===== config.mk =====
export PLATFORM = sky130hd
export DESIGN_NAME = multi_channel_misr
export DESIGN_NICKNAME = d
export VERILOG_FILES = /design/src/rtl/multi_channel_misr.sv
export SDC_FILE = /design/constraint.sdc
export NUM_CORES = 1
export LEC_CHECK = 0
export ABC_AREA = 0
export BUFFER_PORTS_ARGS = -buffer_cell sky130_fd_sc_hd__buf_2
export CORE_MARGIN = 4
export CORE_UTILIZATION = 53
export DETAILED_ROUTE_END_ITERATION = 12
export PLACE_DENSITY = 0.91
export SKIP_LAST_GASP = 1
export SLEW_MARGIN = 20
export SYNTH_ARGS = -nofsm -noshare
export SYNTH_HDL_FRONTEND = slang
export SYNTH_SLANG_ARGS = --single-unit

===== constraint.sdc =====
create_clock -name clk -period 2.5 [get_ports clk]
set_clock_uncertainty 0.05 [all_clocks]
set_input_delay 0 -clock clk [delete_from_list [all_inputs] [get_ports clk]]
set_output_delay 0 -clock clk [all_outputs]
set_load 0.005 [all_outputs]

===== src/rtl/multi_channel_misr.sv =====
`default_nettype none
// ============================================================================
// Module      : multi_channel_misr
// Description : NCH independent N-bit Galois MISRs sharing one feedback
//               polynomial. A capture window is framed by start/done/ack;
//               window length, seed, channel mask and polynomial are latched
//               at start. Optional golden-signature comparison is compiled
//               in when MISR_CMP_EN is defined.
// Revision    : 1.0 - initial release
// ============================================================================
module multi_channel_misr #(
    parameter int N     = 32,
    parameter int NCH   = 4,
    parameter int CNT_W = 16
) (
    input  logic               clk,
    input  logic               rst_n,
    input  logic               start_i,
    input  logic               abort_i,
    input  logic               en_i,
    input  logic [NCH-1:0]     chan_mask_i,
    input  logic [CNT_W-1:0]   len_i,
    input  logic [N-1:0]       seed_i,
    input  logic [N-1:0]       coeff_i,
    input  logic [NCH*N-1:0]   data_i,
    input  logic               ack_i,
`ifdef MISR_CMP_EN
    input  logic [NCH*N-1:0]   golden_i,
    output logic               pass_o,
    output logic [NCH-1:0]     fail_mask_o,
`endif
    output logic [NCH*N-1:0]   sig_o,
    output logic               done_o,
    output logic               busy_o
);

    typedef enum logic [1:0] {
        S_IDLE = 2'd0,
        S_RUN  = 2'd1,
        S_DONE = 2'd2
    } state_t;

    localparam logic [CNT_W-1:0] c_cnt_one  = {{(CNT_W-1){1'b0}}, 1'b1};
    localparam logic [N-1:0]     c_misr_rst = {{(N-1){1'b0}}, 1'b1};

    state_t           r_state;
    state_t           w_state_nxt;
    logic [N-1:0]     r_misr     [NCH];
    logic [N-1:0]     w_misr_nxt [NCH];
    logic [N-1:0]     w_step     [NCH];
    logic [CNT_W-1:0] r_count, w_count_nxt;
    logic [CNT_W-1:0] r_len,   w_len_nxt;
    logic [NCH-1:0]   r_mask,  w_mask_nxt;
    logic [N-1:0]     r_coeff, w_coeff_nxt;
    logic             w_load;
    logic             w_capture;

    // Per-channel Galois step and done-gated signature output
    generate
        for (genvar c = 0; c < NCH; c++) begin : g_chan
            assign w_step[c] = {r_misr[c][N-2:0], 1'b0}
                             ^ data_i[c*N +: N]
                             ^ (r_coeff & {N{r_misr[c][N-1]}});
            assign sig_o[c*N +: N] = (r_state == S_DONE) ? r_misr[c] : '0;
        end
    endgenerate

    assign done_o = (r_state == S_DONE);
    assign busy_o = (r_state == S_RUN);

    // Next-state, load and capture decisions
    always_comb begin
        w_state_nxt = r_state;
        w_load      = 1'b0;
        w_capture   = 1'b0;
        w_count_nxt = r_count;
        w_len_nxt   = r_len;
        w_mask_nxt  = r_mask;
        w_coeff_nxt = r_coeff;

        case (r_state)
            S_IDLE: begin
                if (start_i) begin
                    w_load = 1'b1;
                end
            end
            S_RUN: begin
                // Abort wins over a simultaneous capture strobe
                if (abort_i) begin
                    w_state_nxt = S_IDLE;
                end else if (en_i) begin
                    w_capture   = 1'b1;
                    w_count_nxt = r_count + c_cnt_one;
                    if (r_count == (r_len - c_cnt_one)) begin
                        w_state_nxt = S_DONE;
                    end
                end
            end
            S_DONE: begin
                // Restart without an idle cycle when ack and start coincide
                if (ack_i) begin
                    if (start_i) begin
                        w_load = 1'b1;
                    end else begin
                        w_state_nxt = S_IDLE;
                    end
                end
            end
            default: begin
                w_state_nxt = S_IDLE;
            end
        endcase

        if (w_load) begin
            w_len_nxt   = len_i;
            w_mask_nxt  = chan_mask_i;
            w_coeff_nxt = coeff_i;
            w_count_nxt = '0;
            // A zero-length window completes immediately with the seed
            w_state_nxt = (len_i == '0) ? S_DONE : S_RUN;
        end

        for (int c = 0; c < NCH; c++) begin
            if (w_load) begin
                w_misr_nxt[c] = seed_i;
            end else if (w_capture && r_mask[c]) begin
                w_misr_nxt[c] = w_step[c];
            end else begin
                w_misr_nxt[c] = r_misr[c];
            end
        end
    end

    // State, configuration and MISR registers
    always_ff @(posedge clk or negedge rst_n) begin
        if (!rst_n) begin
            r_state <= S_IDLE;
            r_count <= '0;
            r_len   <= '0;
            r_mask  <= '0;
            r_coeff <= '0;
            for (int c = 0; c < NCH; c++) begin
                r_misr[c] <= c_misr_rst;
            end
        end else begin
            r_state <= w_state_nxt;
            r_count <= w_count_nxt;
            r_len   <= w_len_nxt;
            r_mask  <= w_mask_nxt;
            r_coeff <= w_coeff_nxt;
            for (int c = 0; c < NCH; c++) begin
                r_misr[c] <= w_misr_nxt[c];
            end
        end
    end

`ifdef MISR_CMP_EN
    logic [NCH-1:0] w_fail;
    logic [NCH-1:0] r_fail_mask;
    logic           r_pass;
    logic           w_enter_done;

    // Compare against the value the MISRs take on the edge entering DONE
    generate
        for (genvar c = 0; c < NCH; c++) begin : g_cmp
            assign w_fail[c] = w_mask_nxt[c] & (w_misr_nxt[c] != golden_i[c*N +: N]);
        end
    endgenerate

    assign w_enter_done = (w_state_nxt == S_DONE) && ((r_state != S_DONE) || w_load);

    // Verdict captured on DONE entry, cleared on leaving DONE
    always_ff @(posedge clk or negedge rst_n) begin
        if (!rst_n) begin
            r_fail_mask <= '0;
            r_pass      <= 1'b0;
        end else if (w_enter_done) begin
            r_fail_mask <= w_fail;
            r_pass      <= ~|w_fail;
        end else if (w_state_nxt != S_DONE) begin
            r_fail_mask <= '0;
            r_pass      <= 1'b0;
        end
    end

    assign fail_mask_o = r_fail_mask;
    assign pass_o      = r_pass;
`endif

endmodule
`default_nettype wire


==> flow_summary_export.csv <==
group,metric,value,unit
layout,layout.nets,2250,
cts,clk_latency,0.43,ns
drt,drt-pass1-iter-count,6,
sta,grt_setup_unrepaired,"true",
synthesis,yosys.area_share.adder,0.203,%
synthesis,yosysWarningCount,0,
drt,wl,48200,um
place,gp_congestion,0.926,
drt,drtIter0Drc,1733,
synthesis,synth_edf_count,0,
sta,whs,0.0194,ns
synthesis,yosysTopAreaCellShare,39.4,%
floorplanning,coreArea,22800,um2
synthesis,netlist_area,12300,um2
synthesis,synthCells,1521,
sta,fin_setup_tns,-0.00879,ns
sta,finalSetupViolCount,1,
synthesis,ys_ff_latch,198,
min_path,hp-class,"input pin to register",
synthesis,ys_top_cells_by_area,"dfrtp_1, nand2_1, xor2_1",
worst_setup_path,arrival,2.82,ns
synthesis,synth_xor_area_share,20.1,%
synthesis,ys_types,48,
synthesis,yosys-mux-area-fraction,0.701,%
place,place_area,14500,um2
layout,syn_to_final_growth,39.8,%
min_path,hold_path_depth,5,
synthesis,synth.most_common_cell,"nand2_1",
grt,grt_pass1_wl,74300,um
grt,groute.usage.overall,35.6,%
power,p_total,19.3,mW
grt,grt_start_max_net_pins,83,
sta,relSlewSlack,60.1,%
drt,drc,0,
worst_setup_path,ff2ff_setup_slack,-0.009,ns
drt,drtAntennaViolNets,0,
layout,instances_no_fill,2358,
sta,hold_viol_final,0,
worst_setup_path,start_kind,"register",
synthesis,synth_top_family_by_area,"simple AND/OR/NAND/NOR gates",
sta,slew_viol_final,0,
outcome,status,"finished with violations",
sta,fmax,399,MHz
worst_setup_path,crit_path_end_kind,"register",
synthesis,async_flop_share,100,%
layout,utilization,75.6,%
cts,cts.sinks,198,
worst_setup_path,r2r_cells,6,
grt,grt_pass1_vias,14100,
sta,tightest_slew,0.598,ns
place,dp_hpwl,27200,um
floorplanning,die_area,25800,um2
layout,fin_area,17200,um2
synthesis,synth_area_leader_cell,"dfrtp_1",
synthesis,synthesis.nets,1741,
power,p_leak,8.22,nW
floorplanning,die_y,160,um
synthesis,synth_simple_gate_area_share,27.7,%
flow_run,cap_violations,0,
worst_setup_path,required,2.81,ns
place,portBuffers,347,
cts,clockBufferDepth,2,
grt,grt.overflow.total,0,
outcome,violations,"negative setup slack",
worst_setup_path,r2r-start,"r_state[1]",
power,ir_drop,578,uV
floorplanning,die_w,160,um
cts,cts_max_level,4,
floorplanning,pin_count,348,
synthesis,synth_compound_area_share,8.10,%
min_path,min_to,"r_misr[50]",
min_path,hold_start,"data_i[82]",
synthesis,ys.flop_type,"dfrtp_1",
drt,viasPerCell,5.84,
drt,post_drt_wl_per_cell,20.4,um
floorplanning,start_util,54.1,%
cts,cts-root-buf,"clkbuf_16",
layout,fillers,1373,
place,place_inst,2116,
cts,cts.clk_slew.worst_paths,0.08,ns
sta,fin_crit_sh,100,%
layout,drive_gt1_share,21.7,%
synthesis,synth_common_cells,"nand2_1, dfrtp_1, xor2_1",
sta,fin_crit,2.51,ns
cts,cts_buffers,17,
sta,setup_ws,-0.00879,ns
drt,vias,13800,
grt,antenna_found_initial,1,
place,dp_slack,0.0662,ns
synthesis,yosysSeqAreaShare,40.2,%
worst_setup_path,r2r-end,"r_misr[93]",
worst_setup_path,path_max_fanout,41,
worst_setup_path,critical_path_class,"register to register",
synthesis,synth.avg_cell_area,8.10,um2
power,cellPowerDensity,1120,nW/um2
floorplanning,rows,55,
cts,cts_tree,"built",
cell families after synthesis:
logic type                 count (synthesis)
and+or+nand+nor                          775
xor gates and xnor gates                 283
DFF                                      198
AOI/OAI and AO/OA                        159
buffers and inverters                     96
muxes                                      8
adders and majority gates                  2
critical path: stages (launching register included):
cell and delay (ns):
dfrtp_1 0.43, nor2b_2 0.23, nor3b_4 0.33, clkbuf_16 0.36, nand2_1 0.23, a31oi_1 0.23
dlygate4sd3_1 0.58
flip-flops by register name, summed over array words and instances (netlist names):
signal   count
r_misr     128
r_coeff     32
r_count     16
r_len       16
r_mask       4
r_state      2
worst max-delay path by stage:
| stage | startpoint | slack [ns] | endpoint |
|---|---|---|---|
| after floorplan | r_len[2] | 0.21 | r_state[1] |
| after global placement | r_len[2] | 0.18 | r_state[1] |
| after detailed placement | r_len[2] | 0.07 | r_state[1] |
| after CTS | r_state[1] | 0.03 | r_misr[47] |
| after global routing | r_state[1] | -0.06 | r_misr[93] |
| final | r_state[1] | -0.009 | r_misr[93] |
routing by layer:
layer  GRT usage [%]  share of wire [%]
met5               0                  0
met4            21.3                6.6
met3            8.11                 10
met2            59.9                 48
met1            41.5                 35
report_power, final:
| part | switching, mW | internal (mW) | leakage, nW |
|---|---|---|---|
| Combinational | 5.46 | 4.45 | 5.63 |
| Clock | 1.35 | 1.43 | 0.279 |
| Sequential | 1.88 | 4.72 | 2.31 |
| Total | 8.69 | 10.6 | 8.22 |
final cells by class:
| class | count | area, um2 | share of cell area [%] |
|---|---|---|---|
| multi-input cells | 1229 | 7080 | 41.1 |
| diodes | 3 | 7.51 | 0.0436 |
| flip-flops and latches | 198 | 4960 | 28.8 |
| clock inverters | 13 | 140 | 0.814 |
| well taps | 313 | 392 | 2.27 |
| clock buffers | 18 | 439 | 2.55 |
| inverters | 4 | 15.0 | 0.0872 |
| repair buffers | 580 | 4190 | 24.3 |
cell usage in the layout (no fill, tap or decap), types with 4 or more instances in the layout:
cell	instances
clkbuf_16	19
dfstp_2	4
a22o_1	4
nor2_1	142
dfrtp_1	192
nand2b_1	4
a21oi_1	10
nor3_1	4
nor4_1	6
buf_12	12
buf_2	346
and2_1	128
dlygate4sd3_1	198
clkinv_4	6
nand4_1	7
mux2_2	5
a31oi_1	122
xnor2_1	140
xor2_1	143
inv_1	4
nand3_1	8
o21ai_0	12
buf_4	18
nand2_1	444
timing repair:
action,in CTS,in global routing
endpoints found under the setup margin,0,15
gates resized for setup,0,12
hold endpoints to repair,244,0
setup buffers,0,6
hold buffers,198,0
Power figures use the tool's default switching activity.
